File: src/rtl/fab_clk_div.sv
// fab_clk_div: multi-channel programmable clock-enable and divided-clock generator.
// Ratio writes wait in a pending slot and commit only at a period wrap, or at once while a channel is idle.
module fab_clk_div #(
    parameter int NUM_CH       = 3,
    parameter int DIV_W        = 5,
    parameter int SEL_W        = 2,
    parameter int DIV_INIT     = 3,
    parameter int LOCK_PERIODS = 2
) (
    input  logic              FAB_CLK,
    input  logic              RESET_N,
    input  logic [NUM_CH-1:0] CH_EN,
    input  logic              CFG_WR,
    input  logic [SEL_W-1:0]  CFG_SEL,
    input  logic [DIV_W-1:0]  CFG_DIV,
    input  logic              CFG_BYPASS,
    output logic [NUM_CH-1:0] CE,
    output logic [NUM_CH-1:0] CLKOUT,
    output logic [NUM_CH-1:0] LOCK,
    output logic [NUM_CH-1:0] PENDING
);
    localparam int LW = $clog2(LOCK_PERIODS + 1);
    localparam logic [LW-1:0] LOCK_LAST = LW'(LOCK_PERIODS - 1);
    genvar c;
    generate
        for (c = 0; c < NUM_CH; c++) begin : g_ch
            logic [DIV_W-1:0] div_q, div_d, pdiv_q, pdiv_d, cnt_q, cnt_d, half;
            logic             byp_q, byp_d, pbyp_q, pbyp_d, pend_q, pend_d;
            logic             ce_q, ce_d, clk_q, clk_d, lock_q, lock_d;
            logic [LW-1:0]    lcnt_q, lcnt_d;
            logic             en, wr_hit, wrap, commit;
            always_comb begin
                en     = CH_EN[c];
                wr_hit = CFG_WR && (CFG_SEL == SEL_W'(c));
                // Comparing against N-1 keeps DIV = all-ones inside DIV_W bits
                wrap   = en && (cnt_q == (byp_q ? '0 : div_q));
                commit = pend_q && (wrap || !en);
                div_d  = commit ? pdiv_q : div_q;
                byp_d  = commit ? pbyp_q : byp_q;
                pdiv_d = wr_hit ? CFG_DIV : pdiv_q;
                pbyp_d = wr_hit ? CFG_BYPASS : pbyp_q;
                pend_d = wr_hit || (pend_q && !commit);
                // N>>1 of the ratio that governs the period starting after this edge
                half   = byp_d ? '0 : DIV_W'(({1'b0, div_d} + (DIV_W + 1)'(1)) >> 1);
                cnt_d  = (!en || wrap) ? '0 : cnt_q + DIV_W'(1);
                ce_d   = wrap;
                clk_d  = en && (cnt_d < half);
                lcnt_d = (commit || !en) ? '0 : (wrap && !lock_q) ? lcnt_q + LW'(1) : lcnt_q;
                lock_d = en && !commit && (lock_q || (wrap && lcnt_q == LOCK_LAST));
            end
            always_ff @(posedge FAB_CLK or negedge RESET_N) begin
                if (!RESET_N) begin
                    div_q  <= DIV_W'(DIV_INIT);
                    byp_q  <= 1'b0;
                    pdiv_q <= '0;
                    pbyp_q <= 1'b0;
                    pend_q <= 1'b0;
                    cnt_q  <= '0;
                    ce_q   <= 1'b0;
                    clk_q  <= 1'b0;
                    lock_q <= 1'b0;
                    lcnt_q <= '0;
                end else begin
                    div_q  <= div_d;
                    byp_q  <= byp_d;
                    pdiv_q <= pdiv_d;
                    pbyp_q <= pbyp_d;
                    pend_q <= pend_d;
                    cnt_q  <= cnt_d;
                    ce_q   <= ce_d;
                    clk_q  <= clk_d;
                    lock_q <= lock_d;
                    lcnt_q <= lcnt_d;
                end
            end
            assign CE[c]      = ce_q;
            assign CLKOUT[c]  = clk_q;
            assign LOCK[c]    = lock_q;
            assign PENDING[c] = pend_q;
        end
    endgenerate
endmodule
File: config.mk
export PLATFORM = sky130hd
export DESIGN_NAME = fab_clk_div
export DESIGN_NICKNAME = d
export VERILOG_FILES = /design/src/rtl/fab_clk_div.sv
export SDC_FILE = /design/constraint.sdc
export NUM_CORES = 1
export LEC_CHECK = 0
export BUFFER_PORTS_ARGS = -buffer_cell sky130_fd_sc_hd__clkbuf_2
export CORE_MARGIN = 1
export CORE_UTILIZATION = 55
export CTS_BUF_LIST = sky130_fd_sc_hd__clkbuf_8 sky130_fd_sc_hd__clkbuf_16
export DETAILED_ROUTE_END_ITERATION = 8
export PLACE_DENSITY = 0.74
export SLEW_MARGIN = 5
export SYNTH_ARGS = -nofsm -noshare
export SYNTH_HDL_FRONTEND = slang
export SYNTH_SLANG_ARGS = --single-unit
File: constraint.sdc
create_clock -name FAB_CLK -period 4.4 [get_ports FAB_CLK]
set_input_delay 0.22 -clock FAB_CLK [delete_from_list [all_inputs] [get_ports FAB_CLK]]
set_output_delay 0.22 -clock FAB_CLK [all_outputs]
set_load 0.02 [all_outputs]
* After elaboration in Yosys (flattened, before gate mapping) *
Index checks and enable logic that the tools add are counted.

cells by class
  add/sub/neg operators = 9
  order comparisons = 3
  eq/ne operators = 8
  mux-type cells = 21
  reductions and logical operators = 52

operators with widths
  cell                                                  count
  two-way mux 5 bit                                     12
  logical AND 1 bit                                     27
  adder 5 x 1 -> 6 bit (second input constant)          3
  adder 5 x 1 -> 5 bit (second input constant)          3
  equality test 5 bit                                   3
  < comparator 5 bit                                    3
  logical OR 1 bit                                      12
  two-way mux 2 bit                                     6
  zero test 1 bit                                       9
  equality test 2 x 1 -> 1 bit (second input constant)  4
  adder 2 x 1 -> 2 bit (second input constant)          3
  nonzero test 2 bit                                    3
  two-way mux 1 bit                                     3
  equality test 2 bit (second input constant)           1
  zero test 2 bit                                       1

word-level totals
  flip-flop bits (word level) = 69
  input bits = 14
  output and inout port bits = 12
  word-level logic and storage cells = 123

* Depth between registers and ports, before layout *
  word-level depth = 10
  gate-level depth with buffers = 16
  mapped depth without buffers = 15

* Worst setup path before layout *
No wires, ideal clock.

  path kind = reg-to-reg
  start point = register g_ch[2].div_q[3]
  end point = register g_ch[2].clk_q
  arrival time = 3.407 ns
  data required time = 4.308 ns
  slack = 0.901 ns
  stages on the path, launching flop included = 17
  path buffers = 1
  path through = dfrtp_1 buf_6 or2_0 a211oi_1 nor3_1 nor4_4 mux2_2 ha_1 nand3_1 xor2_1 nor2_1 a21oi_1 ha_1 a21o_1 a211oi_1 nand2_1 o31ai_2

on the way
  longest elaborated chain between the ends = 10
  elaborated cells on any way between the ends = 12

RTL lines
  item                    line  source
  from (decl)             27    logic [DIV_W-1:0] div_q, div_d, pdiv_q, pdiv_d, cnt_q, cnt_d, half;
  from (signal assigned)  53    div_q <= DIV_W'(DIV_INIT);
  from (signal assigned)  64    div_q <= div_d;
  two-way mux 5 bit       36    wrap = en && (cnt_q == (byp_q ? '0 : div_q));
  equality test 5 bit     36
  logical AND 1 bit       36
  logical OR 1 bit        37    commit = pend_q && (wrap || !en);
  logical AND 1 bit       37
  two-way mux 5 bit       38    div_d = commit ? pdiv_q : div_q;
  via g_ch[2].div_d[1]    27
  adder 5 x 1 -> 6 bit    44    half = byp_d ? '0 : DIV_W'(({1'b0, div_d} + (DIV_W + 1)'(1)) >> 1);
  two-way mux 5 bit       44
  < comparator 5 bit      47    clk_d = en && (cnt_d < half);
  logical AND 1 bit       47
  via g_ch[2].clk_d       29    logic ce_q, ce_d, clk_q, clk_d, lock_q, lock_d;
  to (signal assigned)    71    clk_q <= clk_d;
  to (decl)               29

The timed path passes the listed nets, and every way through them passes these cells.
A chain may end at the register's enable or synchronous reset.

* Worst setup path in the final report *
  start point = register g_ch[2].div_q[2]
  end point = register g_ch[2].clk_q

The elaborated chain is that of the path after synthesis.

==> metrics.md <==
| Metric | Value |
|---|---|
| Status | complete, no violations |
| Total number of clock tree sinks | 69 |
| Antenna cell count | 0 |
| Chip width | between 80 and 90 µm |
| CTS Root Cell | sky130_fd_sc_hd__clkbuf_8 |
| Cells after Synth | 373 |
| Number of vias per cell after detailed routing | 5.64 |
| Vias in the first global route | 2621 |
| Fmax achieved | around 270 MHz |
| Storage element area | between 0.0015 and 0.002 mm² |
| Slowest cell delay on critical path | roughly 0.46 ns |
| Final routed wirelength across all metal layers | around 7400 µm |
| Post-synth EDFFs | 0 |
| Port bufs | 25 |
| Endpoint of the worst-slack reg-to-reg timing path | g_ch[2].clk_q |
| Layout Cells excl Fill | about 490 |
| Antenna violations before repair | 0 |
| PwrDens | roughly 700 mW/mm² |
| Setup TNS Final | 0 ns |
| Max-slew headroom at the worst pin | roughly a third |
| Total congestion overflow | 0 |
| Post-detailed-route count of antenna-violating nets | 0 |
| Area used by multi-input combinational logic | just over 0.002 mm² |
| Total of hold buffers inserted after clock tree synthesis | 0 |
| Most frequent cells in the layout | sky130_fd_sc_hd__dfrtp_1 (63), sky130_fd_sc_hd__nor2_1 (33), sky130_fd_sc_hd__mux2_2 (33) |
| Clk Latency, worst-skew pair | 0.35 ns |
| Worst Max-Slew Pin Slew | 1.02 ns |
| Family of cells with the greatest summed delay on the critical path | compound AO/OA/AOI/OAI gates |
| Class of the most critical setup path | flip-flop to flip-flop |
| Launch point of the critical path | g_ch[2].div_q[2] |
| Static leakage | roughly 1.9 nW |
| Clock slew seen by the registers of the worst setup and hold paths | approximately 0.070 ns |
| Total Nets Final | approximately 430 |
| Max clock buf depth | 2 |
| Met2 capacity usage during global routing | around a third |
| Predominant post-synthesis flop cell | sky130_fd_sc_hd__dfrtp_1 |
| Final period util | a little over four fifths |
| Hold WC Path Type | input pin to asynchronous set/reset pin |
| Height of the chip | 87.3 µm |
| Critical Path Start Type | flip-flop |
| Data arrival time of the worst path | 3.97 ns |
| Total track usage | a little over a fifth |
| First-pass detailed-route iteration total | 4 |
| Worst path bufs/invs | 1 |
| Max-cap violation count | 0 |
| Met3 Track Usage GR | between 4 and 5% |
| Power Total | between 2 and 3 mW |
| Proportion of synthesized chip area in sequential cells | 43.3% |
| Final Critical Period | approximately 3.7 ns |
| CTS tree | yes |
| Mapped Nets | about 410 |
| Worst vdd rail ir drop | about 0.39 mV |
| Number of distinct standard cells referenced by the synthesized netlist | 44 |
| Cell row count | 30 |
| Area of the core region | 0.00691 mm² |
| Number of cells upsized or downsized after cts | 0 |
| Top Ports | 26 |
| Setup skew after layout | ~0.011 ns |
| Critical path data required time | 4.65 ns |
| Most used routing layer in global routing | met2 |
| Layout overhead on the synthesized area | 8.93% |
| Warnings from Yosys | 0 |
| Number of remaining DRC errors | 0 |
| Unrepaired setup endpoints after global routing | false |
| Met1 Usage GRT | between 20% and 30% |
| Cell total after placement | about 480 |
| Crit path capture type | flip-flop |
| Avg Inst Size Synth | roughly 11 µm² |
| Global placement routability congestion | around 0.87 |
| Largest fanout on the critical path | 9 |
| Cts bufs inserted | 9 |
| Violation count after the first detailed-routing iteration | about 120 |
| Number of setup violations in the final report | 0 |
| Average wire length per cell after detail routing | approximately 15 µm |
| Share of flip-flops with an asynchronous set or reset after synthesis | between 90% and 100% |
| Worst reg2reg path depth | 16 |
| #FFs+latches synth | 69 |
| Total via count in the routed design | roughly 2800 |
| Endpoints failing hold | 0 |
| Leading cell type in the layout, fill and taps excluded | sky130_fd_sc_hd__dfrtp_1 |
| Wire length of the first global-routing pass | between 10000 and 15000 µm |
| Critical-path cell list | or2_0 > a211oi_2 > a211oi_2 > nor4_4 > buf_4 > mux2_2 > ha_1 > nand3_1 > xor2_1 > nor2_1 > a21oi_1 > ha_1 > a21o_1 > a211oi_1 > nand2_1 > o31ai_2 |
| Highest-delay cell along the critical path | sky130_fd_sc_hd__dfrtp_1 |
| Total standard cell area after synthesis | ~0.004 mm² |
| Utilization of the core after routing | 63.2% |
| Ratio of cells with drive above 1 in the final layout | between 20% and 30% |
| CTS H-Tree Depth | 3 |
| Reg-to-reg critical path startpoint | g_ch[2].div_q[2] |
| Die Area | between 0.007 and 0.008 mm² |
| Flop-to-flop setup slack | 0.68 ns |
| Largest net degree at the start of global routing | 70 |
| Buffer count from post-CTS setup fixing | 0 |
| Initial core utilization | 58.0% |
| Max-slew violation count | 0 |
| Number of fill cells | 570 |
| Estimated wirelength of the detail-placed design | 5290 µm |
==> power by group <==
| part | switching (mW) | internal (mW) | leakage [nW] |
|---|---|---|---|
| registers | 0.263 | 0.847 | 0.864 |
| clock network | 0.237 | 0.387 | 0.129 |
| logic | 0.629 | 0.606 | 0.937 |
| total | 1.13 | 1.84 | 1.93 |
==> final cells by class <==
type / instances / area share, %
Clock inverter: 6 / 2.35
Inverter: 14 / 1.20
Tap cell: 96 / 2.75
Sequential cell: 69 / 39.7
Clock buffer: 10 / 3.15
Timing Repair Buffer: 28 / 3.38
Multi-Input combinational cell: 269 / 47.4
==> state kept, by name, indices dropped and copies added (netlist names), 6 cells and up <==
| name | flops |
|---|---|
| g_ch.pdiv_q | 15 |
| g_ch.lcnt_q | 6 |
| g_ch.div_q | 15 |
| g_ch.cnt_q | 15 |
==> cell families (layout without fill, tap and decap cells) <==
group / Yosys count / after routing / synth area share [%]
DFF: 69 / 69 / 43.3
buffers and inverters: 35 / 58 / 5.06
muxes: 36 / 36 / 10.3
AOI/OAI and AO/OA: 54 / 54 / 10.4
adders and majority gates: 21 / 21 / 6.56
and+or+nand+nor: 119 / 119 / 15.9
xor gates and xnor gates: 39 / 39 / 8.53
==> per-layer routing <==
layer / part of all wire [%] / vias up
met5: 0 / -
met4: 1.5 / 0
met3: 3.6 / 9
met2: 44 / 50
met1: 50 / 1352
li1: - / 1366
==> how the worst max path moves through the flow <==
stage	to	slack, ns	cells past startpoint
finish	g_ch[2].clk_q	0.68	16
global route	g_ch[2].clk_q	0.42	16
CTS	g_ch[2].clk_q	0.67	16
detailed placement	g_ch[2].clk_q	0.71	16
global placement	g_ch[2].clk_q	0.83	16
floorplan	g_ch[2].clk_q	0.90	16
==> cell usage after synthesis, types with 5 or more instances <==
| cell | number | area share, % |
|---|---|---|
| sky130_fd_sc_hd__a21oi_1 | 17 | 2.1 |
| sky130_fd_sc_hd__buf_2 | 6 | 0.75 |
| sky130_fd_sc_hd__buf_4 | 13 | 2.4 |
| sky130_fd_sc_hd__dfrtp_1 | 63 | 39 |
| sky130_fd_sc_hd__dfstp_2 | 6 | 3.9 |
| sky130_fd_sc_hd__ha_1 | 21 | 6.6 |
| sky130_fd_sc_hd__inv_1 | 14 | 1.3 |
| sky130_fd_sc_hd__mux2_2 | 33 | 9.3 |
| sky130_fd_sc_hd__nand2_1 | 13 | 1.2 |
| sky130_fd_sc_hd__nand3_1 | 19 | 2.4 |
| sky130_fd_sc_hd__nand3b_1 | 7 | 1.3 |
| sky130_fd_sc_hd__nand4_1 | 5 | 0.78 |
| sky130_fd_sc_hd__nand4bb_1 | 5 | 1.4 |
| sky130_fd_sc_hd__nor2_1 | 33 | 3.1 |
| sky130_fd_sc_hd__nor3_1 | 20 | 2.5 |
| sky130_fd_sc_hd__o22ai_1 | 5 | 0.78 |
| sky130_fd_sc_hd__xnor2_1 | 19 | 4.2 |
| sky130_fd_sc_hd__xor2_1 | 20 | 4.4 |
==> metrics by stage <==
stage | worst slack [ns] | area, µm² | hold slack [ns]
final | 0.685 | 4360 | 0.0693
after global routing | 0.425 | 4360 | 0.145
after CTS | 0.671 | 4360 | 0.0969
after detailed placement | 0.706 | 4120 | 0.478
after global placement | 0.832 | 4120 | 0.468
after floorplan | 0.901 | 4010 | -0.0756
Note: power is estimated with default switching activity, not from simulation.
